--- src/rtl/bubble_ctrl_pkg.sv ---
// Shared encodings for the multicycle controller: opcodes, ALU op classes,
// FSM states and the decoded-control bundle passed from ctrl_decode to the FSM.
package bubble_ctrl_pkg;

    localparam logic [5:0] OP_RTYPE = 6'b000000;
    localparam logic [5:0] OP_J     = 6'b000010;
    localparam logic [5:0] OP_ANDI  = 6'b001100;
    localparam logic [5:0] OP_SW    = 6'b101011;
    localparam logic [5:0] OP_LW    = 6'b100011;
    localparam logic [5:0] OP_ADDI  = 6'b001000;
    localparam logic [5:0] OP_BEQ   = 6'b000100;
    localparam logic [5:0] OP_BNE   = 6'b000101;

    localparam logic [1:0] ALU_ADD   = 2'b00;
    localparam logic [1:0] ALU_SUB   = 2'b01;
    localparam logic [1:0] ALU_FUNCT = 2'b10;
    localparam logic [1:0] ALU_AND   = 2'b11;

    typedef enum logic [2:0] {
        ST_IDLE   = 3'd0,
        ST_FETCH  = 3'd1,
        ST_DECODE = 3'd2,
        ST_EXEC   = 3'd3,
        ST_MEM    = 3'd4,
        ST_WB     = 3'd5,
        ST_TRAP   = 3'd6
    } state_t;

    // Which tail of the state sequence follows EXEC.
    typedef enum logic [1:0] {
        SEQ_ALU   = 2'd0,
        SEQ_LOAD  = 2'd1,
        SEQ_STORE = 2'd2,
        SEQ_FLOW  = 2'd3
    } seq_t;

    typedef struct packed {
        logic       valid;
        seq_t       seq;
        logic       jump;
        logic       branch;
        logic       bne;
        logic       mem_to_reg;
        logic       mem_write;
        logic       source;
        logic       instr_check;
        logic [1:0] operation;
    } ctrl_t;

    function automatic logic branch_taken(input logic bne, input logic zero);
        return bne ? ~zero : zero;
    endfunction

endpackage

--- src/rtl/ctrl_decode.sv ---
// Combinational opcode decoder; unknown opcodes yield an all-zero bundle
// with valid=0 so the FSM can divert to TRAP.
module ctrl_decode
    import bubble_ctrl_pkg::*;
(
    input  logic [5:0] i_opcode,
    output ctrl_t      o_ctrl
);

    always_comb begin
        o_ctrl             = '0;
        o_ctrl.seq         = SEQ_ALU;
        o_ctrl.valid       = 1'b1;
        o_ctrl.instr_check = 1'b1;
        case (i_opcode)
            OP_RTYPE: begin
                o_ctrl.operation   = ALU_FUNCT;
                o_ctrl.instr_check = 1'b0;
            end
            OP_J: begin
                o_ctrl.seq       = SEQ_FLOW;
                o_ctrl.jump      = 1'b1;
                o_ctrl.operation = ALU_SUB;
            end
            OP_ANDI: begin
                o_ctrl.source    = 1'b1;
                o_ctrl.operation = ALU_AND;
            end
            OP_SW: begin
                o_ctrl.seq       = SEQ_STORE;
                o_ctrl.source    = 1'b1;
                o_ctrl.mem_write = 1'b1;
                o_ctrl.operation = ALU_ADD;
            end
            OP_LW: begin
                o_ctrl.seq        = SEQ_LOAD;
                o_ctrl.source     = 1'b1;
                o_ctrl.mem_to_reg = 1'b1;
                o_ctrl.operation  = ALU_ADD;
            end
            OP_ADDI: begin
                o_ctrl.source    = 1'b1;
                o_ctrl.operation = ALU_ADD;
            end
            OP_BEQ: begin
                o_ctrl.seq       = SEQ_FLOW;
                o_ctrl.branch    = 1'b1;
                o_ctrl.operation = ALU_SUB;
            end
            OP_BNE: begin
                o_ctrl.seq       = SEQ_FLOW;
                o_ctrl.branch    = 1'b1;
                o_ctrl.bne       = 1'b1;
                o_ctrl.operation = ALU_SUB;
            end
            default: begin
                o_ctrl     = '0;
                o_ctrl.seq = SEQ_ALU;
            end
        endcase
    end

endmodule

--- src/rtl/multicycle_control.sv ---
// Multicycle instruction sequencer: fetches into ir, walks DECODE/EXEC/MEM/WB,
// counts retired instructions and parks in TRAP on an unknown opcode.
module multicycle_control
    import bubble_ctrl_pkg::*;
#(
    parameter int INSTR_W = 32,
    parameter int OP_LSB  = 26,
    parameter int CNT_W   = 16
) (
    input  logic               clk,
    input  logic               rst,
    input  logic               run,
    input  logic [INSTR_W-1:0] mem_rdata,
    input  logic               mem_ready,
    input  logic               zero,
    output logic               mem_req,
    output logic               ir_we,
    output logic               pc_we,
    output logic               Jump,
    output logic               Branch,
    output logic               Bne,
    output logic               MemtoReg,
    output logic               MemWrite,
    output logic               source,
    output logic               RegWrite,
    output logic               instruction_check,
    output logic [1:0]         Operation,
    output logic               pc_src,
    output logic               illegal,
    output logic               instr_done,
    output logic [CNT_W-1:0]   instr_count
);

    state_t             r_state;
    state_t             w_state_next;
    logic [INSTR_W-1:0] r_ir;
    logic [CNT_W-1:0]   r_count;
    ctrl_t              w_ctrl;
    logic               w_active;
    logic               w_end;

    // Only the opcode steers control; the remaining ir bits serve the datapath.
    logic [INSTR_W-1:0] w_ir_unused;
    assign w_ir_unused = r_ir;

    ctrl_decode u_decode (
        .i_opcode (r_ir[OP_LSB +: 6]),
        .o_ctrl   (w_ctrl)
    );

    assign w_active = (r_state == ST_DECODE) || (r_state == ST_EXEC) ||
                      (r_state == ST_MEM)    || (r_state == ST_WB);

    assign Jump              = w_active & w_ctrl.jump;
    assign Branch            = w_active & w_ctrl.branch;
    assign Bne               = w_active & w_ctrl.bne;
    assign MemtoReg          = w_active & w_ctrl.mem_to_reg;
    assign source            = w_active & w_ctrl.source;
    assign instruction_check = w_active & w_ctrl.instr_check;
    assign Operation         = w_active ? w_ctrl.operation : 2'b00;
    assign illegal           = (r_state == ST_TRAP);
    assign instr_count       = r_count;

    always_comb begin
        w_state_next = r_state;
        mem_req      = 1'b0;
        ir_we        = 1'b0;
        pc_we        = 1'b0;
        pc_src       = 1'b0;
        MemWrite     = 1'b0;
        RegWrite     = 1'b0;
        instr_done   = 1'b0;
        w_end        = 1'b0;
        case (r_state)
            ST_IDLE: begin
                if (run) w_state_next = ST_FETCH;
            end
            ST_FETCH: begin
                mem_req = 1'b1;
                if (mem_ready) begin
                    ir_we        = 1'b1;
                    pc_we        = 1'b1;
                    w_state_next = ST_DECODE;
                end
            end
            ST_DECODE: begin
                w_state_next = w_ctrl.valid ? ST_EXEC : ST_TRAP;
            end
            ST_EXEC: begin
                case (w_ctrl.seq)
                    SEQ_ALU:   w_state_next = ST_WB;
                    SEQ_LOAD,
                    SEQ_STORE: w_state_next = ST_MEM;
                    default:   w_end        = 1'b1;
                endcase
                if (w_ctrl.jump ||
                    (w_ctrl.branch && branch_taken(w_ctrl.bne, zero))) begin
                    pc_we  = 1'b1;
                    pc_src = 1'b1;
                end
            end
            ST_MEM: begin
                mem_req  = 1'b1;
                MemWrite = w_ctrl.mem_write;
                if (mem_ready) begin
                    if (w_ctrl.seq == SEQ_LOAD) w_state_next = ST_WB;
                    else                        w_end        = 1'b1;
                end
            end
            ST_WB: begin
                RegWrite = 1'b1;
                w_end    = 1'b1;
            end
            ST_TRAP: begin
                w_state_next = ST_TRAP;
            end
            default: begin
                w_state_next = ST_IDLE;
            end
        endcase
        if (w_end) begin
            instr_done   = 1'b1;
            w_state_next = run ? ST_FETCH : ST_IDLE;
        end
    end

    always_ff @(posedge clk) begin
        if (rst) begin
            r_state <= ST_IDLE;
            r_ir    <= '0;
            r_count <= '0;
        end else begin
            r_state <= w_state_next;
            if (ir_we)      r_ir    <= mem_rdata;
            if (instr_done) r_count <= r_count + CNT_W'(1);
        end
    end

endmodule

--- config.mk ---
export PLATFORM = sky130hd
export DESIGN_NAME = multicycle_control
export DESIGN_NICKNAME = d
export VERILOG_FILES = /design/src/rtl/bubble_ctrl_pkg.sv /design/src/rtl/ctrl_decode.sv /design/src/rtl/multicycle_control.sv
export SDC_FILE = /design/constraint.sdc
export NUM_CORES = 1
export LEC_CHECK = 0
export ABC_AREA = 1
export CAP_MARGIN = 30
export CORE_ASPECT_RATIO = 1.25
export CORE_MARGIN = 3
export CORE_UTILIZATION = 41
export DETAILED_ROUTE_END_ITERATION = 8
export GPL_ROUTABILITY_DRIVEN = 0
export HOLD_SLACK_MARGIN = 0.1
export PLACE_DENSITY = 0.77
export SLEW_MARGIN = 5
export SYNTH_ARGS = -nofsm -noshare
export SYNTH_HDL_FRONTEND = slang
export SYNTH_SLANG_ARGS = --single-unit
--- constraint.sdc ---
create_clock -name clk -period 2.1 [get_ports clk]
set_input_delay 0.42 -clock clk [delete_from_list [all_inputs] [get_ports clk]]
set_output_delay 0.42 -clock clk [all_outputs]
set_load 0.01 [all_outputs]
# --- Word-level counts from Yosys, hierarchy flattened ---
# Cells that the tools add are included.
totals:
  register_bits: 51
  output_inout_bits: 32
classes:
  n_eq_ne: 21
  n_bitwise: 7
  add_sub_neg: 1
  reduce_logical: 17
  n_mux: 34
ops:
  columns: ["cell", "count"]
  rows:
  - ["$mux W1", 21]
  - ["$pmux W3 S7", 1]
  - ["$mux W3", 6]
  - ["$add A16 B1 Y16 const B", 1]
  - ["$eq A6 B3 Y1 const B", 2]
  - ["$eq A6 B4 Y1 const B", 2]
  - ["$eq A6 B6 Y1 const B", 2]
  - ["$pmux W2 S3", 2]
  - ["$eq A3 B3 Y1 const B", 3]
  - ["$ne A3 B3 Y1 const B", 3]
  - ["$reduce_or A8 Y1", 1]
  - ["$reduce_or A7 Y1", 1]
  - ["$and A1 B1 Y1", 6]
  - ["$eq A3 B2 Y1 const B", 2]
  - ["$eq A6 B2 Y1 const B", 1]
  - ["$logic_not A6 Y1", 1]
  - ["$pmux W3 S2", 1]
  - ["$reduce_and A6 Y1", 1]
  - ["$reduce_or A2 Y1", 3]
  - ["$reduce_or A3 Y1", 2]
  - ["$logic_or A1 B1 Y1", 4]
  - ["$ne A4 B2 Y1 const B", 1]
  - ["$reduce_or A4 Y1", 1]
  - ["$eq A3 B1 Y1 const B", 1]
  - ["11 further kinds", 11]

# --- Logic depth before layout (Yosys ltp) ---
# Gate-level depths: netlist of the first run.
depth:
  depth_word: 9
  depth_mapped: 17
  ltp_nobuf: 17

# --- Cells and area by module ---
# Synthesis of the first run repeated with hierarchy kept, for this count alone.
unflattened:
  cells_unflattened: 292
  area_unflattened_um2: 1774.2
modules_own_cells:
  columns: ["module", "n_inst", "area_per_inst_um2", "seq_area_each_um2", "cells_per_inst"]
  rows:
  - ["multicycle_control", 1, 1582.8, 500.5, 252]
  - ["ctrl_decode", 1, 191.4, 0.0, 40]

# --- Worst setup path before layout of the first run ---
# OpenSTA, ideal clock, no wires.
synth_timing:
  path_type: "flip-flop to output port"
  from: "register r_ir[31]"
  to: "output instr_done"
  slack_ns: 0.125
  stages_incl_launch_ff: 14
  arrival_time_ns: 1.555
  t_required_ns: 1.680
  path_cell_list: "dfxtp_1 > nor3_1 > inv_1 > nor3_1 > inv_1 > nand2_1 > nor2_1 > ha_1 > nor2_1 > nand3_1 > nand3_1 > nand2_2 > inv_1 > buf_6"
synth_via:
  elab_chain_len: 8
  word_cells_on_any_way: 16
synth_lines:
  columns: ["element", "line", "text"]
  rows:
  - ["start: declaration", "multicycle_control.sv:36", "logic [INSTR_W-1:0] r_ir;"]
  - ["start signal: assignment", "multicycle_control.sv:134", "if (ir_we) r_ir <= mem_rdata;"]
  - ["$eq A6 B2 Y1 or $eq A6 B3 Y1 (tied branches)", "ctrl_decode.sv:15", "case (i_opcode)"]
  - ["$reduce_or A3 Y1 (no line)", null, null]
  - ["$pmux W2 S3 *", "ctrl_decode.sv:15", null]
  - ["$eq A2 B1 Y1 (tied with other cells)", "multicycle_control.sv:90, multicycle_control.sv:106", null]
  - ["$reduce_or A3 Y1 (no line) or $mux W1 (tied branches)", null, null]
  - ["$mux W1 (on tied branches)", "multicycle_control.sv:90, multicycle_control.sv:105", null]
  - ["$pmux W1 S3 *", "multicycle_control.sv:74", "case (r_state)"]
  - ["$mux W1 *", "multicycle_control.sv:121", "if (w_end) begin"]
  - ["end: declaration", "multicycle_control.sv:30", "output logic instr_done,"]
# Mark *: on every way between the ends. The rest lies on a longest branch, timed or not.

# --- Final worst setup path of the first run ---
layout_timing:
  from: "register r_ir[30]"
  to: "output instr_done"
# The elaborated chain is that of the path after synthesis.

==> flow_metrics.env, run 1 <==
export IMPL_status="finished, violations left"
export IMPL_violations="negative setup slack"
export IMPL_detailedPlace_worstSlack_ns=-0.451
export IMPL_synth_main_ff_cell="dfxtp_1"
export IMPL_worstPathRequired_ns=1.68
export IMPL_total_power_mw=1.74
export IMPL_number_of_levels_the_h_tree_was_split_into=1
export IMPL_yosys_cell_count_top_type="nand2_1"
export IMPL_type_of_origin_of_the_critical_path="flip-flop"
export IMPL_syn_to_final_growth_pct=54.7
export IMPL_worst_path_max_delay_cell="dfxtp_1"
export IMPL_synth_top_cell_area_share_pct=29.9
export IMPL_syn_nets=314
export IMPL_netlist_top_cells_area="dfxtp_1 (30%), nand2_1 (14%), inv_1 (11%), nor2_1 (8.5%), nand3_1 (6.3%)"
export IMPL_cts_sinks=25
export IMPL_met3_wirelength_um=197
export IMPL_timing_critical_path_to_type="primary output"
export IMPL_overflow=0
export IMPL_top_layer_used="met4"
export IMPL_insertedDiodeCount=0
export IMPL_holdWs_ns=0.491
export IMPL_worst_case_register_to_register_setup_slack_ns=-0.11
export IMPL_post_route_min_period_ns=2.35
export IMPL_drcViolationCount=0
export IMPL_worst_clock_skew_ns=0.00214
export IMPL_drtPass1Iterations=4
export IMPL_drive_gt1_share_pct=26.6
export IMPL_cp_data_arrival_time_ns=1.93
export IMPL_met2_length_um=2450
export IMPL_vdd_ir_drop_worst_uv=436
export IMPL_dp_hpwl_um=3180
export IMPL_timing_critical_path_slowest_cell_delay_ns=0.39
export IMPL_timing_final_max_slew_violations=0
export IMPL_num_rows=25
export IMPL_fin_crit_sh_pct=112
export IMPL_synth_warnings=0
export IMPL_ctsHoldBuffers=0
export IMPL_antenna_violating_nets_post_route=0
export IMPL_placedInstanceArea_um2=2290
export IMPL_rsz_0062_raised_after_global_routing="true"
export IMPL_final_fill_count=332
export IMPL_finalSetupViolCount=16
export IMPL_antenna_found_initial=0
export IMPL_clk_pin_slew_worst_paths_ns=0.09
export IMPL_dieArea_um2=4890
export IMPL_fin_area_um2=2590
export IMPL_total_leakage_power_nw=1.15
export IMPL_clock_fmax_mhz=426
export IMPL_yosys_register_bits=25
export IMPL_ctsLongestPathBuffers=2
export IMPL_syn_cell_area_um2=1670
export IMPL_fp_dieH_um=77.4
export IMPL_hold_viol_final=0
export IMPL_holdCritPathClass="flip-flop to flip-flop"
export IMPL_synthesis_area_per_instance_um2=6.15
export IMPL_totalWireLength_um=4660
export IMPL_clkLatencyLatePin_ns=0.27
export IMPL_wire_length_of_the_first_global_routing_pass_um=7760
export IMPL_max_slew_margin_rel_pct=67.1
export IMPL_cp_max_fo=3
export IMPL_multiInputGateArea_um2=1050
export IMPL_drt_initial_violations=77
export IMPL_worst_slew_pin_transition_ns=0.492
export IMPL_timing_final_ws_setup_ns=-0.248
export IMPL_via_count_of_the_first_global_routing_pass=1849
export IMPL_synth_sequential_area_ratio_pct=29.9
export IMPL_start_util_pct=43.5
export IMPL_grt_total_usage_pct=19.0
export IMPL_cpMostUsedCell="inv_1"
export IMPL_cts_root_buf="clkbuf_8"
export IMPL_detail_route_vias_per_cell=4.89
export IMPL_route_layer_met1_wl_um=1860
export IMPL_worstPathCellList="inv_1 -> nand3_1 -> nor2_2 -> inv_1 -> nor2_1 -> nor2_2 -> inv_1 -> ha_4 -> nand4_1 -> nand3_2 -> nand2_4 -> inv_4 -> buf_6"
export IMPL_maximum_number_of_pins_on_one_net_before_global_route_repair=17
export IMPL_post_synth_inst_count=272
export IMPL_design_final_nets=393
export IMPL_power_density_nw_per_um2=670
export IMPL_cts_tree="done"
export IMPL_routed_wire_length_per_instance_um=11.5
export IMPL_fraction_of_registers_with_async_set_reset_pct=0
export IMPL_die_extent_in_x_um=63.2
export IMPL_synth_edf_count=0
export IMPL_pin_count=69
export IMPL_dr_total_vias=1974
export IMPL_netlist_cell_type_count=26
export IMPL_maxCapViolations=0
export IMPL_cts_buffers=3
export IMPL_crit_type="flip-flop to primary output"
export IMPL_numPortBuffers=42
export IMPL_most_numerous_cell_types_in_the_synthesized_netlist="nand2_1 (62), inv_1 (47), nor2_1 (38)"
export IMPL_post_synth_top_area_cell="dfxtp_1"
export IMPL_fp_coreArea_um2=3850
export IMPL_register_area_um2=505
==> registers in the layout, indices dropped and copies added (netlist names) <==
register	count
instr_count	16
r_ir	6
r_state	3
==> per-layer routing <==
metal / vias up / GRT usage [%]
met4: 0 / 7.51
met5: - / 0
li1: 1004 / -
met2: 56 / 35.9
met3: 19 / 3.91
met1: 895 / 20.2
==> report_power, final <==
| part | switching, mW | leakage (nW) | internal (mW) |
|---|---|---|---|
| clock | 0.155 | 0.0255 | 0.133 |
| combinational | 0.461 | 0.921 | 0.415 |
| sequential | 0.0511 | 0.204 | 0.520 |
| total | 0.667 | 1.15 | 1.07 |
==> layout make-up <==
class,instances,share of cell area (%)
Timing Repair Buffer,82,28.3
Clock buffer,3,1.59
Multi-Input combinational cell,190,40.4
Inverter,49,7.39
Clock inverter,1,0.193
Sequential cell,25,19.5
Tap cell,54,2.61
==> layout by cell type (no fill, tap or decap), types with 2 or more instances in the layout <==
cell type         n
buf_2             5
buf_4            35
nand4_1           2
inv_1            42
buf_6             5
dlygate4sd2_1     5
dfxtp_1          21
and3_1            2
xnor2_1           2
nor2_1           30
clkdlybuf4s50_1  28
dfxtp_2           4
ha_4              2
a21oi_1          17
nand3_1          18
nor3_2            5
ha_1              3
nand3_2           4
xor2_1            2
nand3b_1          2
nor3_1            5
clkbuf_8          3
nand2_4           3
o21ai_1           5
o21ai_0          11
nand2_2           3
o21ai_2           3
nand2_1          58
nor2_2            6
inv_2             5
nor2_4            3
==> worst paths after layout <==
kind | from | to | cells after the start
worst max register to register | r_ir[31]$_SDFFE_PP0P_ | instr_count[6]$_SDFFE_PP0P_ | 16
worst max-delay path | r_ir[30]$_SDFFE_PP0P_ | instr_done | 13
worst min register to register | instr_count[14]$_SDFFE_PP0P_ | instr_count[14]$_SDFFE_PP0P_ | 2
worst min-delay path | instr_count[14]$_SDFFE_PP0P_ | instr_count[14]$_SDFFE_PP0P_ | 2
==> cell families (layout without fill, tap and decap cells) <==
group,after synthesis,in the layout,share of synthesized area (%)
simple gates,144,144,37.7
buf+inv,57,135,15.5
compound gates,37,37,11.1
flops,25,25,29.9
fa+ha+maj,5,5,3.74
xor+xnor,4,4,2.09
==> timing repair <==
action	CTS	global route
gates cloned	1	0
endpoints found under the hold margin	0	0
resized for setup	76	20
setup endpoints to repair	26	29
buffers inserted	11	3
pin swaps	10	10
==> critical path, delay by kind of cell (launching register included) <==
family	cells	cell delay (ns)
adder cells (fa/ha/maj)	1	0.16
AND/OR/NAND/NOR	7	0.69
buffers and inverters	5	0.41
flip-flops	1	0.39
==> through the flow <==
step,TNS (ns),util (%),std cells
finish,-1.56,67.3,404
global route,-5.34,67.3,404
CTS,-1.57,65.8,402
detailed placement,-1.53,59.6,387
global placement,-1.16,59.6,387
floorplan,0,-,272
(Power assumes the default switching activity.)
==> run 2, diff against run 1 <==
CAP_MARGIN = 20   (was 30)
CORE_UTILIZATION = 43   (was 41)
PLACE_DENSITY = 0.8   (was 0.77)
==> run 2 against run 1 <==
Against the previous run: sequential share of layout area up 1.9 points; register-to-register slack improved by 0.06 ns; via count shrank 5.7%; sequential power rose by 1%; largest power group unchanged; the flow still finishes with violations (negative setup slack); hold slack hardly changed; worst setup slack better by 0.063 ns; first-iteration DRC count shrank 17%; flip-flop and latch count stayed put; global-route usage is 0.93 points lower; count of clock-buffer cells in the layout unchanged; critical path type unchanged.
==> flow_metrics.env, run 2 (synthesis gave the netlist of run 1 again) <==
export IMPL_hold_path_startpoint="instr_count[14]$_SDFFE_PP0P_"
export IMPL_hold_viol_final=0
export IMPL_clkLatencyLatePin_ns=0.27
export IMPL_via_count_of_the_first_global_routing_pass=1718
export IMPL_drcViolationCount=0
export IMPL_design_final_nets=379
export IMPL_rsz_0062_raised_after_global_routing="true"
export IMPL_post_route_min_period_ns=2.29
export IMPL_holdCritPathClass="flip-flop to flip-flop"
export IMPL_timing_final_max_slew_violations=0
export IMPL_drtPass1Iterations=4
export IMPL_dr_total_vias=1862
export IMPL_crit_type="flip-flop to primary output"
export IMPL_clk_pin_slew_worst_paths_ns=0.10
export IMPL_totalWireLength_um=4130
export IMPL_cp_data_arrival_time_ns=1.87
export IMPL_worst_clock_skew_ns=0.0109
export IMPL_ctsLongestPathBuffers=2
export IMPL_worstPathRequired_ns=1.68
export IMPL_antenna_found_initial=0
export IMPL_pin_count=69
export IMPL_fp_dieH_um=75.8
export IMPL_layout_common_cells="nand2_1 (59), inv_1 (44), nor2_1 (32)"
export IMPL_cts_root_buf="clkbuf_8"
export IMPL_die_extent_in_x_um=61.8
export IMPL_timing_final_ws_setup_ns=-0.185
export IMPL_wire_length_of_the_first_global_routing_pass_um=6730
export IMPL_detailedPlace_worstSlack_ns=-0.422
export IMPL_antenna_violating_nets_post_route=0
export IMPL_worst_hold_path_num_cells=2
export IMPL_layout_commonest_cell="nand2_1"
export IMPL_finalSetupViolCount=4
export IMPL_dp_hpwl_um=3130
export IMPL_numPortBuffers=42
export IMPL_drive_gt1_share_pct=20.2
export IMPL_vdd_ir_drop_worst_uv=491
export IMPL_type_of_origin_of_the_critical_path="flip-flop"
export IMPL_number_of_flip_flops_in_the_largest_register=16
export IMPL_detail_route_vias_per_cell=4.97
export IMPL_fin_crit_sh_pct=109
export IMPL_start_util_pct=46.5
export IMPL_cts_tree="done"
export IMPL_status="finished, violations left"
export IMPL_worst_case_register_to_register_setup_slack_ns=-0.05
export IMPL_power_density_nw_per_um2=683
export IMPL_syn_to_final_growth_pct=41.6
export IMPL_total_leakage_power_nw=1.06
export IMPL_timing_critical_path_to_type="primary output"
export IMPL_dieArea_um2=4680
export IMPL_worstReg2RegStart="r_ir[31]$_SDFFE_PP0P_"
export IMPL_worst_slew_pin_transition_ns=0.462
export IMPL_reg2regPathDepth=17
export IMPL_cts_buffers=3
export IMPL_maximum_number_of_pins_on_one_net_before_global_route_repair=21
export IMPL_clock_fmax_mhz=438
export IMPL_insertedDiodeCount=0
export IMPL_rr_endpoint="instr_count[11]$_SDFFE_PP0P_"
export IMPL_num_rows=24
export IMPL_routed_wire_length_per_instance_um=11.0
export IMPL_drt_initial_violations=64
export IMPL_violations="negative setup slack"
export IMPL_final_total_negative_setup_slack_ns=-0.360
export IMPL_grt_total_usage_pct=18.1
export IMPL_number_of_levels_the_h_tree_was_split_into=1
export IMPL_fp_coreArea_um2=3600
export IMPL_maxCapViolations=0
export IMPL_cts_sinks=25
export IMPL_overflow=0
export IMPL_cp_max_fo=3
export IMPL_min_to="instr_count[14]$_SDFFE_PP0P_"
export IMPL_max_slew_margin_rel_pct=69.2
==> run 2: worst max-delay path by stage <==
stage / from / endpoint / slack [ns] / depth (start not counted)
2_1_floorplan: r_ir[31]$_SDFFE_PP0P_ / instr_done / 0.13 / 13
3_3_place_gp: r_ir[31]$_SDFFE_PP0P_ / instr_done / -0.39 / 13
3_5_place_dp: r_ir[31]$_SDFFE_PP0P_ / instr_done / -0.42 / 13
4_1_cts: r_ir[29]$_SDFFE_PP0P_ / instr_done / -0.23 / 14
5_1_grt: r_ir[31]$_SDFFE_PP0P_ / instr_done / -0.31 / 13
6_report: r_ir[31]$_SDFFE_PP0P_ / instr_done / -0.19 / 13
==> run 2: timing repair <==
item / CTS / global route
pin swaps: 3 / 8
gates resized for setup: 33 / 31
hold buffers: 0 / 0
endpoints found under the setup margin: 27 / 29
hold endpoints to repair: 0 / 0
setup buffers: 0 / 3
==> run 2: final cells by class <==
class,instances,area (um2)
clock buffers,3,41.3
clock inverters,1,7.51
fillers,324,1230
inverters,49,189
multi-input cells,190,988
flip-flops and latches,25,508
well taps,39,48.8
repair buffers,68,587
==> run 2: metrics by stage <==
step           hold WS, ns  cell area [um2]  power, mW  cells  util, %
2_1_floorplan        0.456             1670      0.997    272        -
3_3_place_gp         0.473             2250       1.25    369     62.5
3_5_place_dp         0.477             2250       1.27    369     62.5
4_1_cts              0.492             2320       1.58    373     64.3
5_1_grt              0.515             2370       1.74    375     65.8
6_report             0.491             2370       1.62    375     65.8
==> run 2: power breakdown <==
group          internal [mW]  leakage [nW]  total, mW  switching, mW
registers              0.523         0.205      0.577         0.0539
clock network          0.135        0.0217      0.294          0.159
logic                  0.342         0.829      0.748          0.406
==> run 2: layer usage <==
metal  up-vias  global-route usage, %  share of wire [%]
li1        978                      -                  -
met1       836                   21.6                 44
met2        44                   33.6                 51
met3         4                   3.56                4.4
met4         0                   2.36               0.58
met5         -                      0                  0
==> run 2: worst max-delay path, cell delays in order (launching register included) <==
cell and delay, ns:
dfxtp_2 0.34, nor3_2 0.18, inv_1 0.08, nor3_2 0.11
inv_1 0.08, nand2_2 0.10, nor2_2 0.07, ha_4 0.16
nor2_1 0.10, nand3_1 0.08, nand3_2 0.07, nand2_2 0.06
inv_2 0.06, buf_6 0.09
